<file path="config.mk">
export PLATFORM = sky130hd
export DESIGN_NAME = freq_meter
export DESIGN_NICKNAME = d
export VERILOG_FILES = /design/src/rtl/freq_meter.sv
export SDC_FILE = /design/constraint.sdc
export NUM_CORES = 2
export LEC_CHECK = 0
export ABC_AREA = 1
export CAP_MARGIN = 0
export CORE_MARGIN = 5
export CORE_UTILIZATION = 55
export CTS_BUF_LIST = sky130_fd_sc_hd__clkbuf_8
export DETAILED_ROUTE_END_ITERATION = 7
export PLACE_DENSITY_LB_ADDON = 0.3
export SLEW_MARGIN = 20
export SYNTH_ARGS = -nofsm -noshare
export SYNTH_HDL_FRONTEND = slang
export SYNTH_SLANG_ARGS = --single-unit
export TNS_END_PERCENT = 5
</file>
<file path="constraint.sdc">
create_clock -name clk -period 8.05 [get_ports clk]
set_input_delay 2.0125 -clock clk [delete_from_list [all_inputs] [get_ports clk]]
set_output_delay 2.0125 -clock clk [all_outputs]
set_load 0.005 [all_outputs]
</file>
<file path="src/rtl/freq_meter.sv">
// freq_meter: equal-precision (reciprocal) frequency meter.
//
// Opens a gate on a rising edge of sig_in, holds it for at least GATE_CYCLES
// reference cycles, then closes it on the next rising edge. The gate therefore
// spans n_sig whole signal periods and n_ref reference cycles. The frequency is
// computed as n_sig * CLK_FREQ / n_ref by a 64-cycle restoring divider.
// A missing edge (DC or absent input) times out after 2*GATE_CYCLES cycles and
// reports 0 Hz.
//
// Optional build macro:
//   FREQ_METER_ROUND_EN  round the quotient to nearest instead of truncating.
//
// Parameters:
//   CLK_FREQ     frequency of clk in Hz (< 2^32)
//   GATE_CYCLES  minimum gate length in clk cycles (2 .. 2^30)
//
// Ports:
//   clk         system clock
//   rst         asynchronous active-low reset
//   sig_in      measured signal, asynchronous to clk
//   data_fx     last measured frequency in Hz, held between updates
//   data_valid  one-cycle pulse when data_fx is updated
//   busy        high while a measurement or division is in progress

module freq_meter #(
  parameter int unsigned CLK_FREQ    = 50_000_000,
  parameter int unsigned GATE_CYCLES = 50_000_000
) (
  input  logic        clk,
  input  logic        rst,
  input  logic        sig_in,
  output logic [63:0] data_fx,
  output logic        data_valid,
  output logic        busy
);

  localparam int unsigned GateW = 30;
  localparam int unsigned ToW   = 31;
  localparam logic [GateW-1:0] GateLast = GateW'(GATE_CYCLES - 1);
  localparam logic [ToW-1:0]   ToLast   = ToW'(2 * GATE_CYCLES - 1);

  typedef enum logic [2:0] {
    StWaitStart,
    StMeasure,
    StWaitStop,
    StDivide,
    StDone
  } state_e;

  state_e            state_q, state_d;
  logic [2:0]        sync_q;
  logic              sig_rise_q;
  logic [31:0]       n_ref_q, n_ref_d;
  logic [31:0]       n_sig_q, n_sig_d;
  logic [GateW-1:0]  gate_cnt_q, gate_cnt_d;
  logic [ToW-1:0]    to_cnt_q, to_cnt_d;
  logic [63:0]       num_q, num_d;       // dividend shifts out MSB-first, quotient shifts in
  logic [31:0]       rem_q, rem_d;
  logic [31:0]       den_q, den_d;
  logic [5:0]        bit_cnt_q, bit_cnt_d;
  logic [63:0]       data_fx_q, data_fx_d;

  // Restoring divider step. The remainder is always below den (< 2^32), so
  // 33 bits cover the shifted partial remainder.
  logic [32:0]       rem_shift;
  logic              q_bit;
  logic [31:0]       rem_next;
  logic [63:0]       num_next;

  always_comb begin
    rem_shift = {rem_q, num_q[63]};
    q_bit     = (rem_shift >= {1'b0, den_q});
    rem_next  = q_bit ? 32'(rem_shift - {1'b0, den_q}) : rem_shift[31:0];
    num_next  = {num_q[62:0], q_bit};
  end

  always_comb begin
    state_d    = state_q;
    n_ref_d    = n_ref_q;
    n_sig_d    = n_sig_q;
    gate_cnt_d = gate_cnt_q;
    to_cnt_d   = to_cnt_q;
    num_d      = num_q;
    rem_d      = rem_q;
    den_d      = den_q;
    bit_cnt_d  = bit_cnt_q;
    data_fx_d  = data_fx_q;

    unique case (state_q)
      StWaitStart: begin
        to_cnt_d = to_cnt_q + 1'b1;
        if (sig_rise_q) begin
          n_ref_d    = '0;
          n_sig_d    = '0;
          gate_cnt_d = '0;
          state_d    = StMeasure;
        end else if (to_cnt_q == ToLast) begin
          data_fx_d = '0;
          state_d   = StDone;
        end
      end

      StMeasure: begin
        n_ref_d    = n_ref_q + 1'b1;
        gate_cnt_d = gate_cnt_q + 1'b1;
        if (sig_rise_q) begin
          n_sig_d = n_sig_q + 1'b1;
        end
        if (gate_cnt_q == GateLast) begin
          to_cnt_d = '0;
          state_d  = StWaitStop;
        end
      end

      StWaitStop: begin
        n_ref_d  = n_ref_q + 1'b1;
        to_cnt_d = to_cnt_q + 1'b1;
        if (sig_rise_q) begin
          // Closing edge: counts are final including this cycle.
          n_sig_d   = n_sig_q + 1'b1;
`ifdef FREQ_METER_ROUND_EN
          num_d     = 64'(n_sig_d) * 64'(CLK_FREQ) + 64'(n_ref_d >> 1);
`else
          num_d     = 64'(n_sig_d) * 64'(CLK_FREQ);
`endif
          den_d     = n_ref_d;
          rem_d     = '0;
          bit_cnt_d = '0;
          state_d   = StDivide;
        end else if (to_cnt_q == ToLast) begin
          data_fx_d = '0;
          state_d   = StDone;
        end
      end

      StDivide: begin
        num_d     = num_next;
        rem_d     = rem_next;
        bit_cnt_d = bit_cnt_q + 1'b1;
        if (bit_cnt_q == 6'd63) begin
          data_fx_d = num_next;
          state_d   = StDone;
        end
      end

      StDone: begin
        to_cnt_d = '0;
        state_d  = StWaitStart;
      end

      default: begin
        state_d = StWaitStart;
      end
    endcase
  end

  always_ff @(posedge clk or negedge rst) begin
    if (!rst) begin
      state_q    <= StWaitStart;
      sync_q     <= '0;
      sig_rise_q <= 1'b0;
      n_ref_q    <= '0;
      n_sig_q    <= '0;
      gate_cnt_q <= '0;
      to_cnt_q   <= '0;
      num_q      <= '0;
      rem_q      <= '0;
      den_q      <= '0;
      bit_cnt_q  <= '0;
      data_fx_q  <= '0;
    end else begin
      state_q    <= state_d;
      // Two-flop synchronizer plus one history flop for edge detection.
      sync_q     <= {sync_q[1:0], sig_in};
      sig_rise_q <= sync_q[1] & ~sync_q[2];
      n_ref_q    <= n_ref_d;
      n_sig_q    <= n_sig_d;
      gate_cnt_q <= gate_cnt_d;
      to_cnt_q   <= to_cnt_d;
      num_q      <= num_d;
      rem_q      <= rem_d;
      den_q      <= den_d;
      bit_cnt_q  <= bit_cnt_d;
      data_fx_q  <= data_fx_d;
    end
  end

  assign data_fx    = data_fx_q;
  assign data_valid = (state_q == StDone);
  assign busy       = (state_q == StMeasure) || (state_q == StWaitStop) ||
                      (state_q == StDivide);

endmodule
</file>
======== Word level (Yosys, flattened, before mapping) ========
Index checks and enable logic that the tools add are counted.
word-level totals
  bits in registers ....................... 330
  bits of input ports ..................... 3
  output and inout port bits .............. 66
  logic and storage cells ................. 78
cells by class
  add/subtract/negate cells ............... 6
  multipliers ............................. 1
  order comparisons ....................... 1
  equal/unequal tests ..................... 14
  muxes and demuxes ....................... 24
  bitwise logic cells ..................... 2
  reductions and logical operators ........ 18
operator list
  kind                    number
  $mux 64                 4
  $pmux 64 s2             2
  $pmux 32 s2             3
  $mux 32                 3
  $pmux 31 s3             1
  $add 32x1->32 const B   2
  $pmux 30 s2             1
  $mul 32x19->51 const B  1
  $ge 33x32->1            1
  $sub 32x32->32          1
  $add 31x1->31 const B   1
  $eq 31x27->1 const B    1
  $mux 31                 1
  $add 30x1->30 const B   1
  $eq 30x26->1 const B    1
  $mux 30                 1
  $mux 3                  5
  $pmux 3 s4              1
  $pmux 6 s2              1
  $reduce_and 2->1        6
  $ne 2x2->1 const B      5
  $reduce_bool 2->1       4
  $add 6x1->6 const B     1
  $eq 3x2->1 const B      2
  other kinds (13)        16

======== Logic depth before layout (Yosys ltp) ========
  depth after elaboration ................. 4
  gate-level depth with buffers ........... 36
  mapped depth without buffers ............ 35

======== Worst setup path before layout ========
No wires, ideal clock.
  kind .................................... register -> register
  start ................................... reg n_sig_q[0]
  end ..................................... reg num_q[52]
  setup time .............................. 0.118 ns
  data arrival time ....................... 6.047 ns
  data required time ...................... 7.932 ns
  setup slack ............................. 1.885 ns
  cell stages (with the launch flop) ...... 28
  path buffers ............................ 1
  period minus slack after synthesis ...... 6.165 ns
  cell sequence ........................... dfrtp_1 buf_2 nand2_1 nor2_4 nand2_1 nor2_4 nand2_1 xor2_1 inv_1 ha_1 inv_1 fa_1 inv_1 fa_1 fa_1 fa_1 inv_1 fa_1 inv_1 ha_1 a21oi_1 o21ai_0 a21oi_1 nor2_1 nor2_1 nand3_1 nand3_1 nand2_1
on the way
  word-level cells in the longest chain between the ends .. 4
RTL lines
  item                      RTL line  text
  start: declaration        54        logic [31:0] n_sig_q, n_sig_d;
  start signal: assignment  177       n_sig_q <= n_sig_d;
  $add 32x1->32             120       n_sig_d = n_sig_q + 1'b1;
  $mul 32x19->51            124       num_d = 64'(n_sig_d) * 64'(CLK_FREQ);
  $mux 64                   118       if (sig_rise_q) begin
  $pmux 64 s2               89        unique case (state_q)
  end signal: assignment    180       num_q <= num_d;
  end: declaration          57        logic [63:0] num_q, num_d;
No other way between the ends. The select of a mux whose other input is x is not followed.
A chain may end at the register's enable or synchronous reset.

======== Worst setup path after layout ========
  start ................................... reg n_sig_q[0]
  end ..................................... reg num_q[47]
Same word-level chain as after synthesis.

==> reports/qor.yml <==
wl_per_cell_um: 17.0
antenna_found_initial: 1
synth_cells: 4033
grt_pass1_vias: 26247
drive_gt1_frac: 0.0436
final.setup.tns_ns: 0
worstPathMaxFanout: 7
grt_pass1_wl_um: 137000
cts_root_buf: "clkbuf_8"
skew_ns: 0.0666
status: "finished, final reports clean"
place_worst_setup_slack_ns: 0.877
via_per_inst: 5.32
ys_types: 45
hold_depth: 0
synth.largest_area_cell: "dfrtp_1"
cts_tree: "built"
area_delta_synth_final_pct: 8.87
leakagePower_uw: 0.0182
drtIter0Drc: 2060
die_w_um: 247
syn_nets: 4523
ant_nets: 0
syn_area_per_cell_um2: 7.64
setup_viol: 0
pwr_density_cell_nw_per_um2: 247
port_buffers: 68
synth_most_common_cell: "nand2_1"
start_util: 0.557
first_pass_iters: 6
worstMarginPinSlew_ns: 1.02
critPathLaunchType: "flip-flop"
required_ns: 8.66
cts_max_path_buffers: 3
slew_headroom: 0.320
insertion_delay_ns: 0.69
fill_cells: 5073
grt_max_degree: 165
io_pins: 69
synth_area_um2: 30800
synth_edf_count: 0
dp_hpwl_um: 66400
seq_area_frac_synth: 0.268
cts-resized-gates: 0
fin_nets: 4594
clkSlewWorstSetupHoldPaths_ns: 0.06
yosys.area.top_type_share: 0.268
fin_ws_ns: 0.828
max_freq_mhz: 138
drv_slew: 0
post-cts-setup-buffers: 0
ys_top_cells_by_count: "1,115 x nand2_1, 789 x inv_1, 330 x dfrtp_1, 257 x fa_1, 230 x ha_1"
async_reset_ff_frac: 1.00
power.total_uw: 8300
grt_usage: 0.279
die_area_um2: 60900
endpoint_kind: "flip-flop"
cts_hold_buffers: 0
drcViolationCount: 0
core_area_um2: 55300
rows: 86
cap_violations: 0
die_y_um: 247
cts_sinks: 330
hold_viol: 0
ff2ff_path_depth: 26
max-vdd-ir-drop_uv: 208
cts_buffers: 59
synth_warnings: 0
htreeDepth: 2
ys_ff_latch: 330
arrival_ns: 7.84
rsz0062_at_grt: "false"
num_vias: 26046
place_congestion: 0.984
period_minus_slack_ns: 7.22
worstHoldPathType: "reg -> reg"
synth-main-ff-cell: "dfrtp_1"
min_period_over_period: 0.897
overflow: 0
wirelength_um: 83300
critPathKind: "reg -> reg"
synth.area.top_cells: "dfrtp_1 27%, fa_1 17%, nand2_1 14%, inv_1 9.6%, ha_1 9.3%"
[cell families (layout without fill, tap and decap cells)]
logic type	count (synthesis)	count (layout)	share of synthesized area
muxes	1	1	0.000325
other	0	1	0
AOI/OAI and AO/OA	444	444	0.0807
and+or+nand+nor	1734	1734	0.237
DFF	330	330	0.268
buffers and inverters	886	1003	0.109
xor gates and xnor gates	151	151	0.0448
adders and majority gates	487	487	0.260
[layout by cell type, fill, tap and decap left out, drive strengths merged, types with 7 or more instances in the layout]
master	netlist	final
xor2	118	118
a21o	11	11
nor4	17	17
o31ai	7	7
o22ai	52	52
nand4	50	50
o21ai	219	219
ha	230	230
a21oi	99	99
or2	8	8
xnor2	33	33
nor2	239	239
nand3	180	180
clkdlybuf4s50	0	67
dfrtp	330	330
o211ai	19	19
o21bai	16	16
buf	45	22
nor3	71	71
clkinv	1	15
fa	257	257
a22o	8	8
inv	806	821
nand3b	39	39
nand2	1124	1124
clkbuf	34	69
[layer usage]
layer  vias up  track usage  part of all wire
met4         0       0.0775             0.029
li1      12732            -                 -
met2       784        0.458              0.47
met5         -            0                 0
met3       160       0.0415             0.059
met1     12370        0.390              0.45
[metrics by stage]
step                      instance area (um^2)  std cells   util  hold slack (ns)
after CTS                                33600       4898  0.607            0.355
final                                    33600       4899  0.607            0.355
after floorplan                          30800       4033      -            0.331
after global placement                   32300       4791  0.584            0.344
after global routing                     33600       4899  0.607            0.377
after detailed placement                 32300       4791  0.584            0.337
[power breakdown]
group          internal, uW  switching (uW)
Sequential             1870             161
Combinational          1540            3040
Clock                   920             782
[flip-flops by register name (all words and copies together), names as in the netlist]
register	cells
n_ref_q	32
data_fx	64
state_q	3
rem_q	32
n_sig_q	32
den_q	32
sync_q	3
to_cnt_q	31
num_q	64
gate_cnt_q	30
bit_cnt_q	6
sig_rise_q	1
[path summary, 6_finish.rpt]
check	startpoint	to	slack, ns
worst max-delay path	n_sig_q[0]	num_q[47]	0.83
worst min-delay path	sync_q[0]	sync_q[1]	0.35
worst max register to register	n_sig_q[0]	num_q[47]	0.83
worst min register to register	sync_q[0]	sync_q[1]	0.35
max in group asynchronous	rst	n_sig_q[20]	5.21
min in group asynchronous	rst	num_q[3]	1.36
[worst max-delay path, cell delays in order (launching register included)]
cell     delay (ns)
dfrtp_1        0.51
nand2_1        0.20
nor2_4         0.16
nand2_1        0.12
nor2_2         0.24
nand2_1        0.14
xor2_1         0.62
inv_1          0.28
nor2_1         0.39
nor2_1         0.18
fa_1           0.58
fa_1           0.45
fa_1           0.52
fa_1           0.54
inv_1          0.05
fa_1           0.53
inv_1          0.04
ha_1           0.34
a21oi_1        0.21
o21ai_0        0.17
a21oi_1        0.39
nor2_1         0.08
nor2_1         0.14
nand2_1        0.08
nand2_1        0.05
nand3_1        0.09
nand2_1        0.10
[final cells by class]
type / instances / area [um^2] / area share
Tap cell: 748 / 936 / 0.0279
Timing Repair Buffer: 89 / 856 / 0.0255
Multi-Input combinational cell: 2817 / 19200 / 0.573
Antenna cell: 1 / 2.50 / 0.0000746
Inverter: 807 / 3030 / 0.0902
Sequential cell: 330 / 8260 / 0.246
Clock inverter: 38 / 310 / 0.00924
Clock buffer: 69 / 950 / 0.0283
Note: power is estimated with default switching activity, not from simulation.
